File: src/rtl/uart_pkg.sv
// Shared encodings and MMIO map for the UART transmitter.
// The PARITY encoding is only reached when UART_TX_PARITY_EN is defined.
package uart_pkg;

  typedef enum logic [2:0] {
    ST_IDLE   = 3'd0,
    ST_START  = 3'd1,
    ST_DATA   = 3'd2,
    ST_PARITY = 3'd3,
    ST_STOP   = 3'd4
  } uart_state_e;

  localparam int   UART_DATA_BITS  = 8;
  localparam logic UART_IDLE_LEVEL = 1'b1;

  // MemOrIO decode targets: data push, status read, overflow clear
  localparam logic [31:0] UART_TX_DATA_ADDR   = 32'hFFFF_FC80;
  localparam logic [31:0] UART_TX_STATUS_ADDR = 32'hFFFF_FC84;
  localparam logic [31:0] UART_TX_CLROVF_ADDR = 32'hFFFF_FC88;

  // Status word bit positions as seen by the CPU
  localparam int UART_STAT_BUSY_BIT  = 0;
  localparam int UART_STAT_FULL_BIT  = 1;
  localparam int UART_STAT_EMPTY_BIT = 2;
  localparam int UART_STAT_OVF_BIT   = 3;
  localparam int UART_STAT_CNT_LSB   = 8;

  function automatic logic even_parity(input logic [UART_DATA_BITS-1:0] b);
    return ^b;
  endfunction

endpackage

File: src/rtl/uart_tx_io_if.sv
// CPU-side bus of the UART transmitter: push strobe, overflow clear, line and status.
// master = CPU / address decode side, slave = uart_tx_io.
interface uart_tx_io_if #(
  parameter int CNT_W = 5
) ();

  logic             wr_en;
  logic [7:0]       wr_data;
  logic             clr_ovf;
  logic             tx;
  logic             tx_busy;
  logic             fifo_full;
  logic             fifo_empty;
  logic [CNT_W-1:0] fifo_count;
  logic             overflow;

  modport master (
    output wr_en, wr_data, clr_ovf,
    input  tx, tx_busy, fifo_full, fifo_empty, fifo_count, overflow
  );

  modport slave (
    input  wr_en, wr_data, clr_ovf,
    output tx, tx_busy, fifo_full, fifo_empty, fifo_count, overflow
  );

endinterface

File: src/rtl/uart_tx_fifo.sv
// Synchronous TX FIFO with registered count/full/empty.
// Push when full and pop when empty are ignored; pointers wrap modulo DEPTH.
module uart_tx_fifo #(
  parameter int DEPTH = 16,
  parameter int CNT_W = 5,
  parameter int W     = 8
) (
  input  logic             clk,
  input  logic             rstn,
  input  logic             push,
  input  logic [W-1:0]     push_data,
  input  logic             pop,
  output logic [W-1:0]     pop_data,
  output logic [CNT_W-1:0] count,
  output logic             full,
  output logic             empty
);

  localparam int PTR_W = $clog2(DEPTH);

  logic [W-1:0]     mem_q [DEPTH];
  logic [PTR_W-1:0] wr_ptr_q, wr_ptr_d;
  logic [PTR_W-1:0] rd_ptr_q, rd_ptr_d;
  logic [CNT_W-1:0] count_q, count_d;
  logic             full_q, full_d;
  logic             empty_q, empty_d;
  logic             push_ok, pop_ok;

  // Acceptance uses the pre-edge flags, so a full FIFO drops a push even if it pops
  assign push_ok = push && !full_q;
  assign pop_ok  = pop && !empty_q;

  always_comb begin
    wr_ptr_d = wr_ptr_q;
    rd_ptr_d = rd_ptr_q;
    count_d  = count_q;
    if (push_ok) wr_ptr_d = wr_ptr_q + PTR_W'(1);
    if (pop_ok)  rd_ptr_d = rd_ptr_q + PTR_W'(1);
    if (push_ok && !pop_ok)      count_d = count_q + CNT_W'(1);
    else if (pop_ok && !push_ok) count_d = count_q - CNT_W'(1);
    full_d  = (count_d == CNT_W'(DEPTH));
    empty_d = (count_d == '0);
  end

  always_ff @(posedge clk) begin
    if (!rstn) begin
      wr_ptr_q <= '0;
      rd_ptr_q <= '0;
      count_q  <= '0;
      full_q   <= 1'b0;
      empty_q  <= 1'b1;
    end else begin
      wr_ptr_q <= wr_ptr_d;
      rd_ptr_q <= rd_ptr_d;
      count_q  <= count_d;
      full_q   <= full_d;
      empty_q  <= empty_d;
    end
  end

  always_ff @(posedge clk) begin
    if (push_ok) mem_q[wr_ptr_q] <= push_data;
  end

  assign pop_data = mem_q[rd_ptr_q];
  assign count    = count_q;
  assign full     = full_q;
  assign empty    = empty_q;

endmodule

File: src/rtl/uart_tx_io.sv
// Memory-mapped UART transmitter: TX FIFO drained by an 8N1 serialiser.
// Define UART_TX_PARITY_EN to insert an even-parity bit (8E1).
//
// state     | meaning
// ----------+-------------------------------------------------
// ST_IDLE   | line high; pops the FIFO head when non-empty
// ST_START  | start bit, line low
// ST_DATA   | 8 data bits LSB first from the shift register
// ST_PARITY | even parity of the byte (UART_TX_PARITY_EN only)
// ST_STOP   | stop bit, line high, then back to ST_IDLE
module uart_tx_io
  import uart_pkg::*;
#(
  parameter int CLKS_PER_BIT = 200,
  parameter int FIFO_DEPTH   = 16,
  parameter int CNT_W        = 5
) (
  input  logic        clk,
  input  logic        rstn,
  uart_tx_io_if.slave bus
);

  localparam int                BAUD_W    = $clog2(CLKS_PER_BIT);
  localparam logic [BAUD_W-1:0] BAUD_LAST = BAUD_W'(CLKS_PER_BIT - 1);
  localparam logic [2:0]        BIT_LAST  = 3'(UART_DATA_BITS - 1);

  uart_state_e                state_q, state_d;
  logic [BAUD_W-1:0]          baud_q, baud_d;
  logic [2:0]                 bit_idx_q, bit_idx_d;
  logic [UART_DATA_BITS-1:0]  shift_q, shift_d;
  logic                       tx_q, tx_d;
  logic                       tx_busy_q, tx_busy_d;
  logic                       overflow_q, overflow_d;
`ifdef UART_TX_PARITY_EN
  logic                       parity_q, parity_d;
`endif

  logic                       pop;
  logic [UART_DATA_BITS-1:0]  pop_data;
  logic [CNT_W-1:0]           fifo_count;
  logic                       fifo_full;
  logic                       fifo_empty;
  logic                       baud_end;

  uart_tx_fifo #(
    .DEPTH (FIFO_DEPTH),
    .CNT_W (CNT_W),
    .W     (UART_DATA_BITS)
  ) u_fifo (
    .clk       (clk),
    .rstn      (rstn),
    .push      (bus.wr_en),
    .push_data (bus.wr_data),
    .pop       (pop),
    .pop_data  (pop_data),
    .count     (fifo_count),
    .full      (fifo_full),
    .empty     (fifo_empty)
  );

  assign baud_end = (baud_q == BAUD_LAST);

  always_comb begin
    state_d   = state_q;
    baud_d    = baud_q;
    bit_idx_d = bit_idx_q;
    shift_d   = shift_q;
    pop       = 1'b0;
`ifdef UART_TX_PARITY_EN
    parity_d  = parity_q;
`endif
    if (state_q != ST_IDLE) baud_d = baud_end ? '0 : baud_q + BAUD_W'(1);
    unique case (state_q)
      ST_IDLE: begin
        if (!fifo_empty) begin
          pop       = 1'b1;
          shift_d   = pop_data;
          baud_d    = '0;
          bit_idx_d = '0;
          state_d   = ST_START;
`ifdef UART_TX_PARITY_EN
          parity_d  = even_parity(pop_data);
`endif
        end
      end
      ST_START: if (baud_end) state_d = ST_DATA;
      ST_DATA: begin
        if (baud_end) begin
          shift_d   = shift_q >> 1;
          bit_idx_d = bit_idx_q + 3'd1;
          if (bit_idx_q == BIT_LAST) begin
`ifdef UART_TX_PARITY_EN
            state_d = ST_PARITY;
`else
            state_d = ST_STOP;
`endif
          end
        end
      end
`ifdef UART_TX_PARITY_EN
      ST_PARITY: if (baud_end) state_d = ST_STOP;
`endif
      ST_STOP: if (baud_end) state_d = ST_IDLE;
      default: state_d = ST_IDLE;
    endcase
  end

  // Line level is registered from the current state, so tx trails the state by one cycle
  always_comb begin
    tx_d = UART_IDLE_LEVEL;
    unique case (state_q)
      ST_START:  tx_d = 1'b0;
      ST_DATA:   tx_d = shift_q[0];
`ifdef UART_TX_PARITY_EN
      ST_PARITY: tx_d = parity_q;
`endif
      default:   tx_d = UART_IDLE_LEVEL;
    endcase
  end

  // Busy is registered alongside tx so it drops exactly when the stop bit leaves the line
  always_comb begin
    tx_busy_d  = (state_q != ST_IDLE) || !fifo_empty;
    overflow_d = overflow_q;
    if (bus.wr_en && fifo_full) overflow_d = 1'b1;
    else if (bus.clr_ovf)       overflow_d = 1'b0;
  end

  always_ff @(posedge clk) begin
    if (!rstn) begin
      state_q    <= ST_IDLE;
      baud_q     <= '0;
      bit_idx_q  <= '0;
      shift_q    <= '0;
      tx_q       <= UART_IDLE_LEVEL;
      tx_busy_q  <= 1'b0;
      overflow_q <= 1'b0;
`ifdef UART_TX_PARITY_EN
      parity_q   <= 1'b0;
`endif
    end else begin
      state_q    <= state_d;
      baud_q     <= baud_d;
      bit_idx_q  <= bit_idx_d;
      shift_q    <= shift_d;
      tx_q       <= tx_d;
      tx_busy_q  <= tx_busy_d;
      overflow_q <= overflow_d;
`ifdef UART_TX_PARITY_EN
      parity_q   <= parity_d;
`endif
    end
  end

  assign bus.tx         = tx_q;
  assign bus.tx_busy    = tx_busy_q;
  assign bus.fifo_full  = fifo_full;
  assign bus.fifo_empty = fifo_empty;
  assign bus.fifo_count = fifo_count;
  assign bus.overflow   = overflow_q;

endmodule

File: src/flat_wrapper.sv
// flat-port wrapper written by rule: the top's interface ports become plain ports
module uart_tx_io_flat import uart_pkg::*;
#(
  parameter int CLKS_PER_BIT = 200,
  parameter int FIFO_DEPTH   = 16,
  parameter int CNT_W        = 5
)
  (clk, rstn, bus_wr_en, bus_wr_data, bus_clr_ovf, bus_tx, bus_tx_busy, bus_fifo_full, bus_fifo_empty, bus_fifo_count, bus_overflow);
  uart_tx_io_if #(.CNT_W(CNT_W)) bus_i ();
  input  logic clk;
  input  logic rstn;
  input wire logic [$bits(bus_i.wr_en)-1:0] bus_wr_en;
  input wire logic [$bits(bus_i.wr_data)-1:0] bus_wr_data;
  input wire logic [$bits(bus_i.clr_ovf)-1:0] bus_clr_ovf;
  output wire logic [$bits(bus_i.tx)-1:0] bus_tx;
  output wire logic [$bits(bus_i.tx_busy)-1:0] bus_tx_busy;
  output wire logic [$bits(bus_i.fifo_full)-1:0] bus_fifo_full;
  output wire logic [$bits(bus_i.fifo_empty)-1:0] bus_fifo_empty;
  output wire logic [$bits(bus_i.fifo_count)-1:0] bus_fifo_count;
  output wire logic [$bits(bus_i.overflow)-1:0] bus_overflow;
  assign bus_i.wr_en = bus_wr_en;
  assign bus_i.wr_data = bus_wr_data;
  assign bus_i.clr_ovf = bus_clr_ovf;
  assign bus_tx = bus_i.tx;
  assign bus_tx_busy = bus_i.tx_busy;
  assign bus_fifo_full = bus_i.fifo_full;
  assign bus_fifo_empty = bus_i.fifo_empty;
  assign bus_fifo_count = bus_i.fifo_count;
  assign bus_overflow = bus_i.overflow;
  uart_tx_io #(.CLKS_PER_BIT(CLKS_PER_BIT), .FIFO_DEPTH(FIFO_DEPTH), .CNT_W(CNT_W)) u_core (.clk(clk), .rstn(rstn), .bus(bus_i));
endmodule
File: config.mk
export PLATFORM = sky130hd
export DESIGN_NAME = uart_tx_io_flat
export DESIGN_NICKNAME = d
export VERILOG_FILES = /design/src/rtl/uart_pkg.sv /design/src/rtl/uart_tx_io_if.sv /design/src/rtl/uart_tx_fifo.sv /design/src/rtl/uart_tx_io.sv /design/src/flat_wrapper.sv
export SDC_FILE = /design/constraint.sdc
export NUM_CORES = 1
export LEC_CHECK = 0
export BUFFER_PORTS_ARGS = -buffer_cell sky130_fd_sc_hd__buf_4
export CORE_MARGIN = 5
export CORE_UTILIZATION = 55
export CTS_BUF_LIST = sky130_fd_sc_hd__clkbuf_8 sky130_fd_sc_hd__clkbuf_16
export CTS_CLUSTER_DIAMETER = 120
export CTS_CLUSTER_SIZE = 14
export DETAILED_ROUTE_END_ITERATION = 10
export GPL_ROUTABILITY_DRIVEN = 1
export PLACE_DENSITY = 0.72
export SYNTH_ARGS = -nofsm -noshare
export SYNTH_HDL_FRONTEND = slang
export SYNTH_HIERARCHICAL = 1
export SYNTH_SLANG_ARGS = --single-unit
export TNS_END_PERCENT = 100
File: constraint.sdc
create_clock -name clk -period 2.4 [get_ports clk]
set_clock_uncertainty 0.1 [all_clocks]
set_input_delay 0.72 -clock clk [delete_from_list [all_inputs] [get_ports clk]]
set_output_delay 0.72 -clock clk [all_outputs]
set_load 0.005 [all_outputs]
==> impl_metrics.toml, run 1 <==
[power]
peakVddDrop_mv = 0.753
p_leak_nw = 2.81
power_density_nw_per_um2 = 943

[placed_design]
routabilityCongestion = 0.817
io_buffers = 21
place_area_sq_um = 7630
dp_hpwl_microns = 8800

[run]
drv_cap = 0

[sta]
rsz0062_at_grt = "no"
slew_viol_final = 0
worst_pin_slew_ns = 0.481
hold_viol = 0
max_freq_mhz = 448
tns_ns = 0
finalSetupViolCount = 0
slew_headroom_pct = 67.9
fin_crit_sh_pct = 93.1
layout_min_cycle_time_ns = 2.23
hold_ws_ns = 0.378

[clock_tree]
cts_buffers = 17
clkLatencyLatePin_ns = 0.43
cts.reportedPaths.clkPinSlew_ns = 0.06
clk_root_buffer_cell = "clkbuf_16"
cts.sink_count = 172
post_cts_buffers = 0
cts_tree = "built"
cts_resized = 0
htreeDepth = 4
cts_buffer_depth = 2
holdBufCountCts = 0

[yosys]
synth_cell_types = 58
syn_nets = 455
syn_area_sq_um = 7170
synthFlopType = "edfxtp_1"
async_flop_share_pct = 0
seq_area_frac_synth_pct = 65.9
yosysWarnings = 6
avgSynthCellArea_sq_um = 16.6
synth_cells = 433
synth-edff-count = 128
ys_ff_latch = 172

[route]
route.detailed.wl_per_inst_microns = 20.3
wirelength_microns = 13600
drt_iter0_markers = 325
drt_first_pass_iters = 4
drc = 0
vias = 3888
vias_per_cell = 5.83
ant_nets = 0

[floorplanning]
fp.coreArea_sq_um = 12700
fp.dieW_microns = 124
chipHeight_microns = 124
initial_core_util_pct = 56.4
design.die.area_sq_um = 15400
ios = 22
rows = 41

[global_route]
global_route.usage.met1_pct = 26.6
antenna_found_initial = 0
grt_pass1_wl_microns = 21600
grt_usage_pct = 19.5
grt_pass1_vias = 3878
grt_overflow = 0
use_met2_pct = 30.8
met3_usage_pct = 5.09
grt_max_degree = 33
grt_busiest_layer = "met2"

[finish]
area_growth_pct = 14.5
final_util_pct = 64.6
seq_area_sq_um = 4730
diodes = 0
multi_input_area_sq_um = 2240
fin_area_sq_um = 8220
nets = 504
nFillCells = 921
drive_gt1_share_pct = 25.9

[setup_path]
arrival_ns = 2.46
start_kind = "flop"
worstSetupPathType = "flop to flop"
worst_ep_required_time_ns = 2.62
crit_fanout = 16
endpoint_kind = "flop"

[run_status]
status = "completed"

[hold_path]
worstHoldPathType = "flop to flop"
worst paths after layout:
kind / depth (start not counted) / startpoint / endpoint / slack [ns]
max: 5 / flop / u_core/shift_q[1]$_SDFFE_PN0P_ / 0.17
min: 2 / u_core/bus.overflow$_SDFFE_PN0P_ / u_core/bus.overflow$_SDFFE_PN0P_ / 0.38
max reg2reg: 5 / flop / u_core/shift_q[1]$_SDFFE_PN0P_ / 0.17
min reg2reg: 2 / u_core/bus.overflow$_SDFFE_PN0P_ / u_core/bus.overflow$_SDFFE_PN0P_ / 0.38
flip-flops by register name, summed over array words and instances (netlist names), named ones only:
signal,cells
u_core/u_fifo/mem_q,128
u_core/baud_q,8
u_core/shift_q,8
u_core/u_fifo/count,5
u_core/u_fifo/rd_ptr_q,4
u_core/u_fifo/wr_ptr_q,4
u_core/bit_idx_q,3
u_core/state_q,3
u_core/bus.overflow,1
u_core/bus.tx,1
u_core/bus.tx_busy,1
u_core/u_fifo/empty,1
u_core/u_fifo/full,1
synth_stat cells (8+ instances only):
| library cell | number | area share (%) |
|---|---|---|
| dfxtp_1 | 44 | 12 |
| nor3_1 | 8 | 0.56 |
| ha_1 | 10 | 1.7 |
| mux4_2 | 26 | 8.2 |
| nand2_1 | 19 | 0.99 |
| a21oi_1 | 10 | 0.70 |
| o21ai_0 | 11 | 0.77 |
| xnor2_1 | 10 | 1.2 |
| and2_1 | 11 | 0.96 |
| nand3_1 | 9 | 0.63 |
| edfxtp_1 | 128 | 54 |
| mux4_1 | 14 | 5.1 |
| nor2_1 | 30 | 1.6 |
| inv_1 | 8 | 0.42 |
area by class of cell:
type	count	share of cell area, %
flip-flops and latches	172	57.5
multi-input cells	231	27.3
clock buffers	17	5.18
repair buffers	52	5.06
well taps	172	2.62
clock inverters	15	1.98
inverters	8	0.366
routing by layer:
metal / routed length, microns / up-vias / part of all wire, %
met5: 0 / - / 0
met4: 225 / 0 / 1.7
met3: 782 / 20 / 5.8
met2: 6580 / 110 / 49
met1: 5960 / 1946 / 44
li1: - / 1812 / -
power breakdown:
part / total [mW] / switching (mW) / internal (mW)
sequential: 3.53 / 0.163 / 3.37
combinational: 1.50 / 0.776 / 0.729
clock: 2.71 / 1.16 / 1.56
worst max-delay path, cell delays in order, from the launching register on:
cell and delay (ns):
dfxtp_2 0.38, buf_12 0.19, mux4_2 0.56, mux4_2 0.50, o221a_2 0.30, o21a_1 0.09
cell usage in the layout (no fill, tap or decap), drive strengths merged, types with 3 or more instances in the layout:
cell / count
nand2b: 5
nand4: 6
nand3: 9
a21oi: 10
and2: 12
inv: 16
a22oi: 3
xnor2: 10
o221a: 7
nor2: 30
nor2b: 3
edfxtp: 128
nor3b: 4
mux4: 40
dfxtp: 44
clkbuf: 17
nand2: 21
buf: 52
nor3: 10
o21a: 7
o21ai: 12
ha: 10
clkinv: 3
through the flow:
step           cells  power [mW]  setup WS, ns
3_3_place_gp     635        5.06         0.201
2_1_floorplan    433        4.72         0.166
4_1_cts          667        7.82         0.157
3_5_place_dp     635        5.09         0.184
5_1_grt          667        8.12        0.0509
6_report         667        7.75         0.166
kinds of logic after synthesis:
logic type	after synthesis	share of synthesized area [%]
buf+inv	30	2.88
simple gates	111	8.44
flops	172	65.9
fa+ha+maj	11	1.88
compound gates	57	6.12
xor+xnor	10	1.22
mux	42	13.6
No activity file was read; power rests on OpenSTA's default activity.
==> run 2, diff against run 1 <==
- SYNTH_HIERARCHICAL: 1 -> not set
- clock period: 2.4 -> 2.45 ns (I/O delays scaled with it)
==> run 2 against run 1 <==
Effect of this change:
- core utilization decreased by 0.18 points
- via count increased by 5.6%
- clock power decreased by 6%
- cell area decreased by 0.69%
- highest routed layer unchanged
- setup slack improved by 0.13 ns
- global-route usage increased by 0.37 points
==> impl_metrics.toml, run 2 <==
[run_status]
status = "completed"

[clock_tree]
cts.reportedPaths.clkPinSlew_ns = 0.07
post_cts_buffers = 0
cts_tree = "built"
cts_resized = 0
holdBufCountCts = 0
clkLatencyLatePin_ns = 0.43
cts.sink_count = 172
clk_root_buffer_cell = "clkbuf_16"
htreeDepth = 4
cts_buffers = 17
cts_buffer_depth = 2

[yosys]
syn_area_sq_um = 7140
synth-edff-count = 128
syn_nets = 501
ys_ff_latch = 172
seq_area_frac_synth_pct = 66.2
yosys.area.top_type = "edfxtp_1"
synth_cell_types = 51
synth_common_cells = "128 x edfxtp_1, 44 x dfxtp_1, 38 x nand2_1"
synth_cells = 479
avgSynthCellArea_sq_um = 14.9
async_flop_share_pct = 0
synthFlopType = "edfxtp_1"
synth_top_area_share_pct = 53.8
yosysMostFrequentCell = "edfxtp_1"
yosysWarnings = 0
synth_area_leaders = "edfxtp_1 54%, dfxtp_1 12%, mux4_2 8.8%"

[placed_design]
io_buffers = 21
pre_cts_ws_ns = 0.272
routabilityCongestion = 0.811
dp_hpwl_microns = 9190

[floorplanning]
ios = 22
initial_core_util_pct = 56.3
fp.coreArea_sq_um = 12700
design.die.area_sq_um = 15400
chipHeight_microns = 124
fp.dieW_microns = 124
rows = 41

[route]
vias_per_cell = 5.85
drt_first_pass_iters = 7
vias = 4104
ant_nets = 0
drc = 0
route.detailed.wl_per_inst_microns = 19.7
drt_iter0_markers = 378
wirelength_microns = 13800

[sta]
finalSetupViolCount = 0
worst_pin_slew_ns = 0.611
slew_viol_final = 0
fin_crit_sh_pct = 87.7
slew_headroom_pct = 58.9
hold_viol = 0
rsz0062_at_grt = "no"
tns_ns = 0
max_freq_mhz = 465
worst_slack_ns = 0.300
layout_min_cycle_time_ns = 2.15

[setup_path]
critical-path-slowest-cell = "dfxtp_2"
cp_cell_sequence = "buf_4 -> mux4_2 -> o22ai_1 -> o21ai_0 -> or3b_2 -> nand2_1"
worst_ep_required_time_ns = 2.67
arrival_ns = 2.37
cp_top_family = "flip-flops"
slowest_delay_ns = 0.58
crit_fanout = 10
endpoint_kind = "flop"
start_kind = "flop"
crit_buf_inv = 1
worstSetupPathType = "flop to flop"

[power]
peakVddDrop_mv = 0.933
power_density_nw_per_um2 = 919
combPwrFrac_pct = 19.5
p_sw_share_pct = 27.5
p_switching_mw = 2.06
totalPowerFinal_mw = 7.50
internal-power_mw = 5.43
p_leak_nw = 2.75
p_clk_share_pct = 34.0
power_frac_seq_pct = 46.4

[finish]
final_util_pct = 64.4
nets = 539
diodes = 0
largest_reg_flops = 128
nFillCells = 917
area_growth_pct = 14.3
drive_gt1_share_pct = 22.3
final_common_cell = "edfxtp_1"
top_regs = "u_core.u_fifo.mem_q (128), u_core.baud_q (8), u_core.shift_q (8)"
top_register = "u_core.u_fifo.mem_q"
layout_common_cells = "128 x edfxtp_1, 43 x dfxtp_1, 42 x buf_4, 38 x nand2_1, 28 x mux4_2"

[global_route]
grt_pass1_wl_microns = 22200
grt_pass1_vias = 4171
grt_max_degree = 46
grt_overflow = 0
grt_usage_pct = 19.9
antenna_found_initial = 0

[hold_path]
worstHoldPathType = "flop to flop"

[run]
drv_cap = 0
-- run 2: cell count changes in the layout (fill, tap and decap cells not counted), sizes merged, moves of 7 or more --
cell and delta:
nand2 +17, mux4 -12, a21boi +11, nand3 +11, nor2b +9, a31oi +8, mux2i +8, buf -7
nor2 -7
-- run 2: logic make-up (layout without fill, tap and decap cells) --
kind of cell	Yosys count	count (layout)	synth area share, %
AOI/OAI and AO/OA	68	68	7.20
xor gates and xnor gates	10	10	1.23
adders and majority gates	10	10	1.75
buffers and inverters	33	84	2.26
DFF	172	172	66.2
muxes	39	39	10.4
and+or+nand+nor	147	147	10.9
-- run 2: worst min-delay path, cell delays in order, from the launching register on --
cell      delay, ns
dfxtp_1        0.31
nand2_1        0.05
a21boi_0       0.06
-- run 2: worst paths after layout --
path                                   from                              to  slack (ns)  depth (start not counted)
max                                    flop  u_core.shift_q[5]$_SDFFE_PN0P_        0.30                          6
min          u_core.shift_q[2]$_SDFFE_PN0P_  u_core.shift_q[2]$_SDFFE_PN0P_        0.36                          2
min reg2reg  u_core.shift_q[2]$_SDFFE_PN0P_  u_core.shift_q[2]$_SDFFE_PN0P_        0.36                          2
max reg2reg                            flop  u_core.shift_q[5]$_SDFFE_PN0P_        0.30                          6
-- run 2: final cells by class --
type / count / area [sq um] / share of cell area (%)
clock buffer: 17 / 425 / 5.21
clock inverter: 15 / 138 / 1.69
inverter: 7 / 26.3 / 0.322
multi-input combinational: 274 / 2250 / 27.6
sequential: 172 / 4730 / 57.9
tap: 172 / 215 / 2.64
timing repair buffer: 45 / 375 / 4.60
-- run 2: per-layer routing --
layer / vias up / global-route usage, % / routed length [microns]
met1: 2031 / 25.8 / 5860
met5: - / 0 / 0
met3: 26 / 5.18 / 825
met2: 138 / 32.2 / 6810
met4: 0 / 7.87 / 331
li1: 1909 / - / -
-- run 2: power by group through the flow --
stage          Clock, mW  Sequential, mW  Combinational, mW
5_1_grt             2.71            3.51               1.60
3_5_place_dp           0            3.55               1.46
4_1_cts             2.59            3.48               1.48
3_3_place_gp           0            3.53               1.44
2_1_floorplan          0            3.47               1.09
6_report            2.55            3.48               1.46
-- run 2: metrics by stage --
stage               cells  instance area (sq um)  hold slack [ns]
floorplan             479                   7140            0.329
global placement      670                   7600            0.353
detailed placement    670                   7600            0.358
CTS                   702                   8160            0.365
global route          702                   8160            0.391
finish                702                   8160            0.365
==> run 3, diff against run 2 <==
- PLACE_DENSITY: 0.72 -> 0.73
- RECOVER_POWER: not set -> 100
==> run 3 against run 2 <==
Effect of this change:
- sequential share of layout area is 0.41 points higher
- fmax fell by 2.2%
- clock power rose by 5%
- register-to-register slack got worse by 0.05 ns
- power grew 1.2%
- wire length increased by 7.5%
- setup slack got worse by 0.048 ns
- flip-flop and latch count unchanged
- first-iteration DRC count rose by 10%
- cell area decreased by 0.71%
- core utilization fell by 0.45 points
- die area stayed put
- critical endpoint is now u_core.shift_q[6]$_SDFFE_PN0P_
==> impl_metrics.toml, run 3 (synthesized netlist as in run 2, its figures left out) <==
[run_status]
status = "completed"

[route]
ant_nets = 0
vias_per_cell = 5.97
vias = 4221
route.detailed.wl_per_inst_microns = 21.0
drt_first_pass_iters = 5
drc = 0
wirelength_microns = 14900
drt_iter0_markers = 416

[clock_tree]
htreeDepth = 4
post_cts_buffers = 0
cts_buffer_depth = 2
holdBufCountCts = 0
clkLatencyLatePin_ns = 0.42
cts.sink_count = 172
cts_buffers = 17
clk_root_buffer_cell = "clkbuf_16"
cts_resized = 0
cts.reportedPaths.clkPinSlew_ns = 0.07
cts_tree = "built"

[placed_design]
dp_hpwl_microns = 9640
routabilityCongestion = 0.819
io_buffers = 21

[power]
peakVddDrop_mv = 0.528
p_leak_nw = 2.70
totalPowerFinal_mw = 7.59
power_density_nw_per_um2 = 937

[sta]
finalSetupViolCount = 0
max_freq_mhz = 455
slew_headroom_pct = 36.9
layout_min_cycle_time_ns = 2.20
hold_viol = 0
rsz0062_at_grt = "no"
slew_viol_final = 0
fin_crit_sh_pct = 89.7
tns_ns = 0
worst_pin_slew_ns = 0.946

[setup_path]
worstRegToRegCells = 5
start_kind = "flop"
worst_ep_required_time_ns = 2.66
cp_cell_sequence = "mux4_2 -> o32ai_1 -> o21ai_0 -> or3b_2 -> nand2_1"
rrSetupSlack_ns = 0.25
arrival_ns = 2.41
crit_fanout = 10
critical-path-slowest-cell = "dfxtp_1"
worstSetupPathType = "flop to flop"
endpoint_kind = "flop"
slowest_delay_ns = 0.69
reg2reg_to = "u_core.shift_q[6]$_SDFFE_PN0P_"

[hold_path]
worstHoldPathType = "flop to flop"
holdPathStages = 2
min_to = "u_core.shift_q[7]$_SDFFE_PN0P_"
hp-start = "u_core.shift_q[7]$_SDFFE_PN0P_"

[global_route]
grt_max_degree = 26
grt_overflow = 0
grt_usage_pct = 21.3
antenna_found_initial = 0
grt_pass1_wl_microns = 23700
grt_pass1_vias = 4245

[finish]
drive_gt1_share_pct = 19.4
diodes = 0
area_growth_pct = 13.5
layout_common_cells = "128 x edfxtp_1, 43 x dfxtp_1, 38 x nand2_1, 28 x mux4_2, 23 x nor2_1"
nets = 544
top_register = "u_core.u_fifo.mem_q"
largest_reg_flops = 128
final_common_cell = "edfxtp_1"
top_regs = "u_core.u_fifo.mem_q (128), u_core.baud_q (8), u_core.shift_q (8)"
final_util_pct = 63.9

[floorplanning]
fp.dieW_microns = 124
chipHeight_microns = 124
initial_core_util_pct = 56.3
ios = 22
design.die.area_sq_um = 15400
fp.coreArea_sq_um = 12700
rows = 41

[run]
drv_cap = 0
-- run 3: changes by cell type in the layout (fill, tap and decap cells not counted), sizes merged --
cell,previous run,this run
clkinv,4,3
clkinvlp,2,1
clkbuf,17,49
inv,15,16
buf,45,18
bufinv,1,2
-- run 3: worst max-delay path: cells and delay by family (launching register included) --
kind | cells | cell delay, ns
multiplexers | 1 | 0.42
flip-flops | 1 | 0.69
AND/OR/NAND/NOR | 2 | 0.26
AO/OA/AOI/OAI | 2 | 0.61
-- run 3: power by group --
group	switching [mW]	internal [mW]
Clock	1.16	1.53
Sequential	0.162	3.31
Combinational	0.765	0.667
-- run 3: per-layer routing --
layer | GRT usage, % | part of all wire (%)
met1 | 28.4 | 41
met5 | 0 | 0
met4 | 8.35 | 2.4
met2 | 33.7 | 49
met3 | 5.72 | 6.9
-- run 3: how the worst max path moves through the flow --
stage,depth (start not counted),end,startpoint,slack (ns)
floorplan,4,u_core.u_fifo.mem_q[3][0]$_DFFE_PP_,bus_wr_en,0.02
global placement,7,u_core.u_fifo.full$_SDFF_PN0_,bus_wr_en,0.29
finish,5,u_core.shift_q[6]$_SDFFE_PN0P_,flop,0.25
detailed placement,7,u_core.u_fifo.full$_SDFF_PN0_,bus_wr_en,0.22
global route,6,u_core.shift_q[2]$_SDFFE_PN0P_,u_core.baud_q[0]$_SDFF_PN0_,0.12
CTS,5,u_core.shift_q[6]$_SDFFE_PN0P_,flop,0.28
-- run 3: cell type report --
type                            count  area [sq um]
Sequential cell                   172          4730
Fill cell                         952          4570
Multi-Input combinational cell    274          2240
Clock buffer                       17           425
Timing Repair Buffer               50           300
Tap cell                          172           215
Clock inverter                     15           164
Inverter                            7          26.3
-- run 3: per-stage QoR --
stage	hold slack, ns	cells	setup slack [ns]	cell area [sq um]
6_report	0.356	707	0.252	8100
3_3_place_gp	0.339	675	0.287	7610
2_1_floorplan	0.329	479	0.0236	7140
5_1_grt	0.368	707	0.115	8100
4_1_cts	0.358	707	0.275	8200
3_5_place_dp	0.349	675	0.224	7610
